<file path="src/rtl/multi_strobe_edge_filter_pkg.sv">
// Shared types for the multi-channel strobe edge filter.
// Event counters are built only when MULTI_STROBE_EDGE_FILTER_EVENT_CNT_EN is defined.
package multi_strobe_edge_filter_pkg;

  typedef enum logic [1:0] {
    EM_OFF  = 2'b00,
    EM_RISE = 2'b01,
    EM_FALL = 2'b10,
    EM_BOTH = 2'b11
  } t_edge_mode;

  localparam int unsigned DEF_NUM_CH             = 4;
  localparam int unsigned DEF_NUM_OF_SYNC_STAGES = 2;
  localparam int unsigned DEF_FILTER_LEN         = 4;
  localparam int unsigned DEF_CNT_W              = 16;

  // Width-independent part of the per-channel register set; the sized
  // fields (sync chain, filter count, event count) depend on parameters.
  typedef struct packed {
    logic level;
    logic rise;
    logic fall;
    logic evt;
  } t_ch_flags;

  localparam t_ch_flags CH_FLAGS_RST = '0;

  function automatic int unsigned fc_width(input int unsigned filter_len);
    return $clog2(filter_len) + 1;
  endfunction

  function automatic logic mode_hit(input t_edge_mode mode, input logic rise,
                                    input logic fall);
    logic hit;
    hit = 1'b0;
    case (mode)
      EM_OFF:  hit = 1'b0;
      EM_RISE: hit = rise;
      EM_FALL: hit = fall;
      EM_BOTH: hit = rise | fall;
      default: hit = 1'b0;
    endcase
    return hit;
  endfunction

endpackage

</file>
<file path="src/rtl/multi_strobe_edge_filter_ch_filter.sv">
// Single channel: synchroniser, stability filter, edge pulses, mode-selected
// event and (with MULTI_STROBE_EDGE_FILTER_EVENT_CNT_EN) a saturating event counter.
module strobe_ch_filter
  import multi_strobe_edge_filter_pkg::*;
#(
  parameter int unsigned NUM_OF_SYNC_STAGES = DEF_NUM_OF_SYNC_STAGES,
  parameter int unsigned FILTER_LEN         = DEF_FILTER_LEN,
  parameter int unsigned CNT_W              = DEF_CNT_W
) (
  input  logic             sys_clk_i,
  input  logic             rstn_i,
  input  logic             strobe_i,
  input  t_edge_mode       mode_i,
  input  logic             cnt_clr_i,
  output logic             level_o,
  output logic             rise_o,
  output logic             fall_o,
  output logic             event_o,
  output logic [CNT_W-1:0] cnt_o
);

  localparam int unsigned     FC_W    = fc_width(FILTER_LEN);
  localparam logic [FC_W-1:0] FC_LAST = FC_W'(FILTER_LEN - 1);

  typedef struct packed {
    logic [NUM_OF_SYNC_STAGES-1:0] sync;
    logic [FC_W-1:0]               fc;
    t_ch_flags                     flags;
`ifdef MULTI_STROBE_EDGE_FILTER_EVENT_CNT_EN
    logic [CNT_W-1:0]              cnt;
`endif
  } t_ch_regs;

  localparam t_ch_regs CH_REGS_RST = '0;

  t_ch_regs regs_q;
  t_ch_regs regs_d;
  logic     sync_s;

  always_comb begin
    regs_d           = regs_q;
    sync_s           = regs_q.sync[NUM_OF_SYNC_STAGES-1];
    regs_d.sync      = {regs_q.sync[NUM_OF_SYNC_STAGES-2:0], strobe_i};
    regs_d.flags.rise = 1'b0;
    regs_d.flags.fall = 1'b0;

    // Level only moves after FILTER_LEN consecutive disagreeing samples;
    // any agreeing sample restarts the qualification.
    if (sync_s == regs_q.flags.level) begin
      regs_d.fc = '0;
    end else if (regs_q.fc == FC_LAST) begin
      regs_d.fc          = '0;
      regs_d.flags.level = sync_s;
      regs_d.flags.rise  = sync_s;
      regs_d.flags.fall  = ~sync_s;
    end else begin
      regs_d.fc = regs_q.fc + FC_W'(1);
    end

    regs_d.flags.evt = mode_hit(mode_i, regs_d.flags.rise, regs_d.flags.fall);

`ifdef MULTI_STROBE_EDGE_FILTER_EVENT_CNT_EN
    // A clear coinciding with an event still counts that event.
    if (regs_d.flags.evt) begin
      if (cnt_clr_i) begin
        regs_d.cnt = CNT_W'(1);
      end else if (!(&regs_q.cnt)) begin
        regs_d.cnt = regs_q.cnt + CNT_W'(1);
      end
    end else if (cnt_clr_i) begin
      regs_d.cnt = '0;
    end
`endif
  end

  always_ff @(posedge sys_clk_i or posedge rstn_i) begin
    if (rstn_i) begin
      regs_q <= CH_REGS_RST;
    end else begin
      regs_q <= regs_d;
    end
  end

  assign level_o = regs_q.flags.level;
  assign rise_o  = regs_q.flags.rise;
  assign fall_o  = regs_q.flags.fall;
  assign event_o = regs_q.flags.evt;

`ifdef MULTI_STROBE_EDGE_FILTER_EVENT_CNT_EN
  assign cnt_o = regs_q.cnt;
`else
  logic unused_cnt_clr;
  assign unused_cnt_clr = cnt_clr_i;
  assign cnt_o          = '0;
`endif

endmodule

</file>
<file path="src/rtl/multi_strobe_edge_filter.sv">
// Multi-channel strobe conditioner: NUM_CH independent filter channels.
// Per-channel event counters are enabled by MULTI_STROBE_EDGE_FILTER_EVENT_CNT_EN.
module multi_strobe_edge_filter
  import multi_strobe_edge_filter_pkg::*;
#(
  parameter int unsigned NUM_CH             = DEF_NUM_CH,
  parameter int unsigned NUM_OF_SYNC_STAGES = DEF_NUM_OF_SYNC_STAGES,
  parameter int unsigned FILTER_LEN         = DEF_FILTER_LEN,
  parameter int unsigned CNT_W              = DEF_CNT_W
) (
  input  logic                    sys_clk_i,
  input  logic                    rstn_i,
  input  logic [NUM_CH-1:0]       strobe_i,
  input  logic [2*NUM_CH-1:0]     mode_i,
  input  logic [NUM_CH-1:0]       cnt_clr_i,
  output logic [NUM_CH-1:0]       level_o,
  output logic [NUM_CH-1:0]       rise_o,
  output logic [NUM_CH-1:0]       fall_o,
  output logic [NUM_CH-1:0]       event_o,
  output logic [NUM_CH*CNT_W-1:0] cnt_o
);

  for (genvar n = 0; n < NUM_CH; n++) begin : g_ch
    strobe_ch_filter #(
      .NUM_OF_SYNC_STAGES (NUM_OF_SYNC_STAGES),
      .FILTER_LEN         (FILTER_LEN),
      .CNT_W              (CNT_W)
    ) u_ch (
      .sys_clk_i (sys_clk_i),
      .rstn_i    (rstn_i),
      .strobe_i  (strobe_i[n]),
      .mode_i    (t_edge_mode'(mode_i[2*n +: 2])),
      .cnt_clr_i (cnt_clr_i[n]),
      .level_o   (level_o[n]),
      .rise_o    (rise_o[n]),
      .fall_o    (fall_o[n]),
      .event_o   (event_o[n]),
      .cnt_o     (cnt_o[CNT_W*n +: CNT_W])
    );
  end

endmodule

</file>
<file path="config.mk">
export PLATFORM = sky130hd
export DESIGN_NAME = multi_strobe_edge_filter
export DESIGN_NICKNAME = d
export VERILOG_FILES = /design/src/rtl/multi_strobe_edge_filter_pkg.sv /design/src/rtl/multi_strobe_edge_filter_ch_filter.sv /design/src/rtl/multi_strobe_edge_filter.sv
export SDC_FILE = /design/constraint.sdc
export NUM_CORES = 1
export LEC_CHECK = 0
export BUFFER_PORTS_ARGS = -buffer_cell sky130_fd_sc_hd__clkbuf_2
export CORE_MARGIN = 2
export CORE_UTILIZATION = 45
export CTS_CLUSTER_DIAMETER = 80
export DETAILED_ROUTE_END_ITERATION = 16
export GPL_ROUTABILITY_DRIVEN = 1
export PLACE_DENSITY = 0.79
export REMOVE_ABC_BUFFERS = 1
export SYNTH_ARGS = -nofsm -noshare
export SYNTH_HDL_FRONTEND = slang
export SYNTH_SLANG_ARGS = --single-unit
</file>
<file path="constraint.sdc">
create_clock -name sys_clk_i -period 1.3 [get_ports sys_clk_i]
set_input_delay 0.26 -clock sys_clk_i [delete_from_list [all_inputs] [get_ports sys_clk_i]]
set_output_delay 0.26 -clock sys_clk_i [all_outputs]
set_load 0.005 [all_outputs]
</file>
==> flow_metrics.env <==
export IMPL_place_ws_ns=0.0925
export IMPL_portBuffers=29
export IMPL_cts_sinks=36
export IMPL_status="finished clean"
export IMPL_final_min_clock_period_ns=1.21
export IMPL_dr_pass1_iters=4
export IMPL_wl_met2_mm=1.16
export IMPL_synth_seq_cells=36
export IMPL_crit_buf_inv=0
export IMPL_cts_tree="done"
export IMPL_hold_path_class="input pin to asynchronous set/reset pin"
export IMPL_dp_hpwl_mm=1.71
export IMPL_leakage_nw=1.00
export IMPL_met3_length_um=214
export IMPL_drv_slew=0
export IMPL_worstSetupStartpointType="register"
export IMPL_final_hold_violation_count=0
export IMPL_total_power_w=0.00294
export IMPL_clock_root_buffer="clkbuf_8"
export IMPL_final_cell_mix="conb_1, dfrtp_1, clkbuf_2"
export IMPL_antenna_found_initial=0
export IMPL_max_freq_mhz=825
export IMPL_path_max_fanout=3
export IMPL_dieWidth_um=69.4
export IMPL_fp_coreArea_um2=4060
export IMPL_final_setup_tns_ns=0
export IMPL_cts_repair_resized=0
export IMPL_rows=23
export IMPL_crit_slowest_cell="dfrtp_1"
export IMPL_worstPathRequired_ns=1.48
export IMPL_vias=952
export IMPL_wl_met1_um=886
export IMPL_hold_buffers=0
export IMPL_synth_top_area_share_pct=46.8
export IMPL_synth_area_um2=1930
export IMPL_path_depth=3
export IMPL_fin_crit_sh_pct=93.3
export IMPL_layout_commonest_cell="conb_1"
export IMPL_drv_cap=0
export IMPL_drtAntennaViolNets=0
export IMPL_syn_avg_cell_area_um2=11.3
export IMPL_slowest_delay_ns=0.38
export IMPL_rsz0062_at_grt="no"
export IMPL_yosysSeqAreaShare_pct=46.8
export IMPL_route_detailed_drc=0
export IMPL_cts_inserted_buffers=5
export IMPL_powerDensity_nw_per_um2=1560
export IMPL_drt_iter0_markers=24
export IMPL_syn_to_final_growth_pct=-2.53
export IMPL_drive_above_1_share_pct=22.9
export IMPL_n_antenna_cell=0
export IMPL_layout_setup_ws_ns=0.0872
export IMPL_clk_pin_slew_ns=0.07
export IMPL_grt_ovfl_total=0
export IMPL_cp_top_family="flip-flops"
export IMPL_initial_core_util_pct=47.5
export IMPL_synth_area_leaders="dfrtp_1, buf_4, nor3b_1"
export IMPL_nets=213
export IMPL_grt_pass1_wl_mm=3.91
export IMPL_insertion_delay_ns=0.29
export IMPL_wl_per_cell_um=9.59
export IMPL_fin_cells=242
export IMPL_crit_path_end_kind="register"
export IMPL_gp_congestion=0.691
export IMPL_synth_top_cell_by_area="dfrtp_1"
export IMPL_vdd_drop_max_v=0.000778
export IMPL_crit_type="register to register"
export IMPL_grt_use_total_pct=10.4
export IMPL_grt_pass1_vias=879
export IMPL_synth_cell_type_count=17
export IMPL_syn_inst=170
export IMPL_reg2reg_depth=3
export IMPL_grt_max_degree=37
export IMPL_finalSetupViolations=0
export IMPL_htreeDepth=2
export IMPL_drt_total_wl_mm=2.32
export IMPL_fin_skew_ns=0.00439
export IMPL_io_pins=98
export IMPL_crit_chain="ha_1, and2b_1, mux2_4"
export IMPL_dieHeight_um=69.4
export IMPL_worstPathArrival_ns=1.39
export IMPL_clockBufferDepth=2
export IMPL_cts_setup_buffers=0
export IMPL_routed_top_layer="met4"
export IMPL_placedCellCount=234
export IMPL_viasPerCell=3.93
export IMPL_yosys_warnings=0
export IMPL_dpl_cell_area_um2=1790
export IMPL_die_area_um2=4820
export IMPL_design_area_um2=1880
-- layer usage --
| layer | global-route usage, % | vias up |
|---|---|---|
| met2 | 16.7 | 46 |
| li1 | - | 448 |
| met3 | 3.78 | 5 |
| met5 | 0 | - |
| met1 | 11.6 | 453 |
| met4 | 6.54 | 0 |
-- final timing paths --
kind | start | endpoint | slack, ns
worst max-delay path | g_ch[2].u_ch.regs_q[4] | g_ch[2].u_ch.level_o | 0.09
worst min-delay path | rstn_i | g_ch[3].u_ch.regs_d[8] | 0.03
worst max register to register | g_ch[2].u_ch.regs_q[4] | g_ch[2].u_ch.level_o | 0.09
worst min register to register | g_ch[3].u_ch.regs_d[8] | g_ch[3].u_ch.regs_q[8] | 0.35
max in group asynchronous | rstn_i | g_ch[0].u_ch.regs_d[8] | 0.95
min in group sys_clk_i | strobe_i[3] | g_ch[3].u_ch.regs_d[8] | 0.07
-- cell families after synthesis --
logic type / count (synthesis) / share of synthesized area [%]
buf+inv: 81 / 31.4
xor+xnor: 4 / 1.82
compound gates: 4 / 1.04
flops: 36 / 46.8
other cells: 1 / 0.195
simple gates: 36 / 13.7
mux: 4 / 2.53
fa+ha+maj: 4 / 2.60
-- synthesized netlist by cell type --
| master | instances |
|---|---|
| buf_4 | 80 |
| dfrtp_1 | 36 |
| nor3b_1 | 12 |
| nand3b_1 | 8 |
| a21oi_1 | 4 |
| ha_1 | 4 |
| nand2b_1 | 4 |
| nor3_1 | 4 |
| xnor2_1 | 4 |
| mux2_1 | 3 |
| nor2b_1 | 3 |
| nor2b_2 | 2 |
| nor3b_2 | 2 |
| and2b_1 | 1 |
| conb_1 | 1 |
| inv_1 | 1 |
| mux2_4 | 1 |
-- power by group --
| part | total (W) | switching (W) | leakage, nW | internal [W] |
|---|---|---|---|---|
| Combinational | 0.000643 | 0.000302 | 0.482 | 0.000341 |
| Sequential | 0.00149 | 0.000172 | 0.467 | 0.00132 |
| Clock | 0.000806 | 0.000384 | 0.0510 | 0.000422 |
| Total | 0.00294 | 0.000857 | 1.00 | 0.00208 |
-- per-stage QoR --
step	hold WS [ns]	utilization, %
after floorplan	0.291	-
after global placement	0.334	44.0
after detailed placement	0.336	44.0
after CTS	0.0497	46.3
after global routing	0.0603	46.3
final	0.0341	46.3
-- registers in the layout, indices dropped and copies added (netlist names) --
name and cells:
g_ch.u_ch.level_o 4, g_ch.u_ch.rise_o 4, g_ch.u_ch.regs_q 16, g_ch.u_ch.event_o 4
g_ch.u_ch.fall_o 4, g_ch.u_ch.regs_d 4
-- cell type report --
class	instances	area, um2
fillers	405	2180
well taps	50	62.6
multi-input cells	116	658
repair buffers	31	160
flip-flops and latches	36	901
inverters	1	3.75
clock inverters	2	10.0
clock buffers	6	82.6
-- worst register-to-register path, stage by stage (launching register included) --
cell	delay, ns
dfrtp_1	0.38
ha_1	0.23
and2b_1	0.19
mux2_4	0.29
Note: power is estimated with default switching activity, not from simulation.
